===== config.mk =====
export PLATFORM = sky130hd
export DESIGN_NAME = controlador_secded
export DESIGN_NICKNAME = d
export VERILOG_FILES = /design/src/rtl/secded_pkg.sv /design/src/rtl/sindrome_secded.sv /design/src/rtl/controlador_secded.sv
export SDC_FILE = /design/constraint.sdc
export NUM_CORES = 1
export LEC_CHECK = 0
export CORE_MARGIN = 10
export CORE_UTILIZATION = 54
export DETAILED_ROUTE_END_ITERATION = 16
export PLACE_DENSITY = 0.83
export SLEW_MARGIN = 40
export SYNTH_ARGS = -nofsm -noshare
export SYNTH_HDL_FRONTEND = slang
export SYNTH_SLANG_ARGS = --single-unit

===== constraint.sdc =====
create_clock -name clk -period 3.42 [get_ports clk]
set_input_delay 0.684 -clock clk [delete_from_list [all_inputs] [get_ports clk]]
set_output_delay 0.684 -clock clk [all_outputs]
set_load 0.02 [all_outputs]

===== src/rtl/secded_pkg.sv =====
// rtl/secded_pkg.sv - Shared types and codeword layout constants for the SECDED controller
package secded_pkg;

    localparam int PALABRA_W = 8;
    localparam int DATO_W    = 4;
    localparam int SIND_W    = 3;

    // Hamming positions inside palabra_rx; bit 0 carries overall even parity
    localparam int POS_P1 = 1;
    localparam int POS_P2 = 2;
    localparam int POS_D0 = 3;
    localparam int POS_P4 = 4;
    localparam int POS_D1 = 5;
    localparam int POS_D2 = 6;
    localparam int POS_D3 = 7;

    typedef enum logic [1:0] {
        ESPERA     = 2'd0,
        CALCULO    = 2'd1,
        CORRECCION = 2'd2,
        ENTREGA    = 2'd3
    } estado_t;

endpackage


===== src/rtl/sindrome_secded.sv =====
// rtl/sindrome_secded.sv - Combinational syndrome and global parity of a SECDED codeword
module sindrome_secded
    import secded_pkg::*;
(
    input  logic [PALABRA_W-1:0] palabra_i,
    output logic [SIND_W-1:0]    sindrome_o,
    output logic                 global_o
);

    // Each syndrome bit re-checks the Hamming positions whose index has that bit set
    always_comb begin
        sindrome_o[0] = palabra_i[POS_P1] ^ palabra_i[POS_D0] ^ palabra_i[POS_D1] ^ palabra_i[POS_D3];
        sindrome_o[1] = palabra_i[POS_P2] ^ palabra_i[POS_D0] ^ palabra_i[POS_D2] ^ palabra_i[POS_D3];
        sindrome_o[2] = palabra_i[POS_P4] ^ palabra_i[POS_D1] ^ palabra_i[POS_D2] ^ palabra_i[POS_D3];
        global_o      = ^palabra_i;
    end

endmodule


===== src/rtl/controlador_secded.sv =====
// rtl/controlador_secded.sv - SECDED decode controller; optional error counters under CONTADORES_EN
module controlador_secded
    import secded_pkg::*;
#(
    parameter int CUENTA_W = 8
) (
    input  logic                 clk,
    input  logic                 rst,
    input  logic                 entrada_valida,
    output logic                 entrada_lista,
    input  logic [PALABRA_W-1:0] palabra_rx,
    output logic                 salida_valida,
    input  logic                 salida_lista,
    output logic [DATO_W-1:0]    dato,
    output logic [SIND_W-1:0]    sindrome,
    output logic                 error_simple,
    output logic                 error_doble
`ifdef CONTADORES_EN
    ,
    output logic [CUENTA_W-1:0]  cuenta_simple,
    output logic [CUENTA_W-1:0]  cuenta_doble,
    input  logic                 borrar_cuentas
`endif
);

    estado_t               estado_q;
    logic                  entrada_lista_q;
    logic                  salida_valida_q;
    logic [PALABRA_W-1:0]  palabra_q;
    logic [SIND_W-1:0]     sind_q;
    logic                  g_q;
    logic [DATO_W-1:0]     dato_q;
    logic [SIND_W-1:0]     sindrome_q;
    logic                  error_simple_q;
    logic                  error_doble_q;

    logic [SIND_W-1:0]     sind_c;
    logic                  g_c;
    logic [PALABRA_W-1:0]  corregida;
    logic [DATO_W-1:0]     dato_d;
    logic                  error_simple_d;
    logic                  error_doble_d;

    sindrome_secded u_sindrome (
        .palabra_i  (palabra_q),
        .sindrome_o (sind_c),
        .global_o   (g_c)
    );

    // Odd overall parity flips the bit the syndrome points at (bit 0 when s=0);
    // even parity with a non-zero syndrome is a double error and stays uncorrected
    always_comb begin
        corregida      = palabra_q;
        error_simple_d = g_q;
        error_doble_d  = !g_q && (sind_q != '0);
        if (g_q) begin
            corregida = palabra_q ^ (PALABRA_W'(1) << sind_q);
        end
        dato_d = {corregida[POS_D3], corregida[POS_D2], corregida[POS_D1], corregida[POS_D0]};
    end

    // Four-phase pipeline: capture, syndrome, correction, hold until consumed
    always_ff @(posedge clk or posedge rst) begin
        if (rst) begin
            estado_q        <= ESPERA;
            entrada_lista_q <= 1'b1;
            salida_valida_q <= 1'b0;
            palabra_q       <= '0;
            sind_q          <= '0;
            g_q             <= 1'b0;
            dato_q          <= '0;
            sindrome_q      <= '0;
            error_simple_q  <= 1'b0;
            error_doble_q   <= 1'b0;
        end else begin
            case (estado_q)
                ESPERA: begin
                    if (entrada_valida) begin
                        palabra_q       <= palabra_rx;
                        entrada_lista_q <= 1'b0;
                        estado_q        <= CALCULO;
                    end
                end
                CALCULO: begin
                    sind_q   <= sind_c;
                    g_q      <= g_c;
                    estado_q <= CORRECCION;
                end
                CORRECCION: begin
                    dato_q          <= dato_d;
                    sindrome_q      <= sind_q;
                    error_simple_q  <= error_simple_d;
                    error_doble_q   <= error_doble_d;
                    salida_valida_q <= 1'b1;
                    estado_q        <= ENTREGA;
                end
                ENTREGA: begin
                    if (salida_lista) begin
                        salida_valida_q <= 1'b0;
                        entrada_lista_q <= 1'b1;
                        estado_q        <= ESPERA;
                    end
                end
                default: begin
                    estado_q <= ESPERA;
                end
            endcase
        end
    end

    assign entrada_lista = entrada_lista_q;
    assign salida_valida = salida_valida_q;
    assign dato          = dato_q;
    assign sindrome      = sindrome_q;
    assign error_simple  = error_simple_q;
    assign error_doble   = error_doble_q;

`ifdef CONTADORES_EN
    logic                handshake;
    logic [CUENTA_W-1:0] cuenta_simple_q;
    logic [CUENTA_W-1:0] cuenta_doble_q;

    assign handshake = (estado_q == ENTREGA) && salida_lista;

    // Saturating per-class counters; clearing wins over a same-edge increment
    always_ff @(posedge clk or posedge rst) begin
        if (rst) begin
            cuenta_simple_q <= '0;
            cuenta_doble_q  <= '0;
        end else if (borrar_cuentas) begin
            cuenta_simple_q <= '0;
            cuenta_doble_q  <= '0;
        end else if (handshake) begin
            if (error_simple_q && (cuenta_simple_q != '1)) begin
                cuenta_simple_q <= cuenta_simple_q + CUENTA_W'(1);
            end
            if (error_doble_q && (cuenta_doble_q != '1)) begin
                cuenta_doble_q <= cuenta_doble_q + CUENTA_W'(1);
            end
        end
    end

    assign cuenta_simple = cuenta_simple_q;
    assign cuenta_doble  = cuenta_doble_q;
`else
    logic [CUENTA_W-1:0] cuenta_unused;
    assign cuenta_unused = '0;
`endif

endmodule


==> impl_results.md <==
* H-tree depth at 1
* DIE HEIGHT at 67.1 µm
* Post-CTS resize count at 0
* Max cap viols at 0
* I/O pin count at 23
* Via count of the routed design at 770
* Area after detailed placement at 1440 µm²
* Number of synthesized flops with an enable pin at 0
* DPL Wire Length at 1690 µm
* Kind of cell adding the most delay to the critical path: buffers and inverters
* Drt first-iter violations at 21
* N_diodes at 0
* RSZ-0062 raised after global routing: no
* Hold violation count in the final report at 0
* Maximum number of pins on one net before global-route repair at 26
* Crit path max fanout at 3
* Number of standard-cell rows in the floorplan at 16
* Detailed Route WL at 2060 µm
* GRT overflow at 0
* Starting utilization of the core area at 58.6%
* Die extent in x at 67.1 µm
* Synth Flop Type: sky130_fd_sc_hd__dfrtp_1
* Worst min-delay path class: reg2reg
* CTS tree: built
* Series of cell instances along the critical path: clkdlybuf4s50_1
* Number of failing setup endpoints in the final timing report at 0
* Setup crit end kind: primary output
* Ratio of routed vias to standard cells at 5.07
* Clk_lat worst skew at 310 ps
* DIE AREA at 4500 µm²
* Leakage power of the design at 0.607 nW
* Total clock buffers created by CTS at 3
* Largest stage delay on the critical path at 600 ps
* Cell area after synthesis at 1200 µm²
* IR Drop Worst-Case VDD at 0.000579 V
* Slowest cell on crit path: sky130_fd_sc_hd__clkdlybuf4s50_1
* Root Buffer Master: sky130_fd_sc_hd__clkbuf_4
* Sinks on Clock Net at 25
* Largest buffer count on any clock path at 2
* Average wire length per cell after detail routing at 13.5 µm
* Net count of the mapped netlist at 120
* Worst-Margin Slew at 521 ps
* Tightest slew margin relative to the limit at 65.2%
* Antenna violations before repair at 0
* Clock transition at path regs at 120 ps
* Run status: complete, no violations
* Final period demand of the worst path at 2150 ps
* Worst setup path category: reg2out
* TritonRoute pass-1 iters at 4
* Share of flip-flops with an asynchronous set or reset at 100%
* Number of buffers inserted by port buffering at 22
* GR Util All Layers at 10.6%
* Seq/Total Area, Yosys at 52.4%
* Number of register bits inferred by synthesis at 25
* # Post-CTS Setup Buffers at 0
* Filler instances at 174
* Post-synthesis instance total at 102
* Number of nets still failing antenna checks after routing at 0
* WP buf/inv at 1
* Top achievable clock speed at 465 MHz
* Layout cell share with drive strength beyond 1 at 15.2%
* Final #Nets at 144
* Remaining routing DRC violations at 0
* Area of all placed cells without fillers at 1470 µm²
* Final Max Slew Viols at 0
* Syn. warnings at 0
* Pwr/cell area at 1080 nW/µm²
* Data required, critical path at 2740 ps
* Number of hold buffers added after CTS at 0
* Post-Route Setup TNS at 0 ps
* Area added between synthesis and finish at 22.5%
* Synthesized area divided by synthesized cell count at 11.7 µm²
* Critical path data arrival time at 1470 ps
* Critical path launch point type: flip-flop
* Clock Skew at 3.26 ps
* Period utilization at 62.9%
* Number of global-route vias before repair at 843
* Wire length of the first global-routing pass at 3670 µm
* Gp weighted congestion at 0.750
* Synth cell types at 20
* Core footprint at 2040 µm²
==> cell families after synthesis <==
family / count (synthesis) / synth area share [%]
muxes: 14 / 13.1
adders and majority gates: 6 / 6.28
AOI/OAI and AO/OA: 15 / 6.49
xor gates and xnor gates: 16 / 11.7
and+or+nand+nor: 19 / 7.74
DFF: 25 / 52.4
buffers and inverters: 7 / 2.30
==> report_power, final <==
group / total (mW) / internal, mW / switching (mW)
clock network: 0.126 / 0.0437 / 0.0820
registers: 0.602 / 0.455 / 0.147
logic: 0.851 / 0.455 / 0.396
total: 1.58 / 0.954 / 0.625
==> placed cells by master, fill, tap and decap left out, drive strengths merged <==
cell           netlist  routed
dfrtp               24      24
clkdlybuf4s50        0      22
mux2                13      13
xnor2               12      12
nor2                10      10
a21oi               10      10
ha                   6       6
o21ai                4       4
xor2                 4       4
inv                  4       4
nand2                3       3
nand4b               3       3
clkbuf               1       3
mux2i                1       1
nand2b               1       1
a21boi               1       1
nor3                 1       1
nand4                1       1
clkinv               0       1
dfstp                1       1
==> cell type report <==
type	instances	area, µm²	share of cell area, %
multi-input cells	70	542	37.0
clock buffers	3	22.5	1.54
clock inverters	1	5.00	0.342
well taps	27	33.8	2.31
flip-flops and latches	25	627	42.8
inverters	4	15.0	1.02
repair buffers	22	220	15.0
==> routing by layer <==
metal  up-vias  part of all wire, %  track usage [%]
met5         -                    0                0
met4         0                  1.3             5.38
met3         4                  5.8             2.84
met2        16                   51             18.1
met1       364                   42             11.7
li1        386                    -                -
==> final timing paths <==
path / from / endpoint / cells past startpoint / slack, ps
min in group asynchronous: rst / palabra_q[2] / 2 / 700
worst min-delay path: salida_valida / salida_valida / 2 / 500
worst max register to register: estado_q[0] / sindrome[1] / 3 / 1860
worst max-delay path: entrada_lista / entrada_lista / 1 / 1270
max in group asynchronous: rst / entrada_lista / 2 / 2370
worst min register to register: salida_valida / salida_valida / 2 / 500
==> sequential cells by signal, summed over array words and instances, names as in the netlist <==
name,flops
salida_valida,1
error_doble,1
error_simple,1
palabra_q,8
dato,4
error_simple_d,1
sindrome,3
entrada_lista,1
estado_q,2
sind_q,3
==> cell usage after synthesis (3+ instances only) <==
cell type | count | area, µm²
sky130_fd_sc_hd__xor2_1 | 4 | 35.0
sky130_fd_sc_hd__nand4b_1 | 3 | 26.3
sky130_fd_sc_hd__nor2_1 | 10 | 37.5
sky130_fd_sc_hd__xnor2_1 | 12 | 105
sky130_fd_sc_hd__dfrtp_1 | 24 | 601
sky130_fd_sc_hd__o21ai_0 | 4 | 20.0
sky130_fd_sc_hd__ha_1 | 6 | 75.1
sky130_fd_sc_hd__mux2_2 | 13 | 146
sky130_fd_sc_hd__inv_1 | 4 | 15.0
sky130_fd_sc_hd__nand2_1 | 3 | 11.3
sky130_fd_sc_hd__a21oi_1 | 10 | 50.1
==> metrics by stage <==
stage,instances,setup WS [ps],hold slack [ps],util (%),total power [mW]
after floorplan,102,2020,501,-,1.21
after global placement,148,1540,464,70.4,1.43
after detailed placement,148,1470,474,70.4,1.47
after CTS,152,1240,503,71.8,1.61
after global routing,152,1220,550,71.8,1.71
final,152,1270,496,71.8,1.58
==> tightest hold or removal path, cell delays in order (launching register included) <==
cell and delay [ps]:
sky130_fd_sc_hd__dfrtp_1 370, sky130_fd_sc_hd__nand2_1 40, sky130_fd_sc_hd__o21ai_0 60
Power figures use the tool's default switching activity.
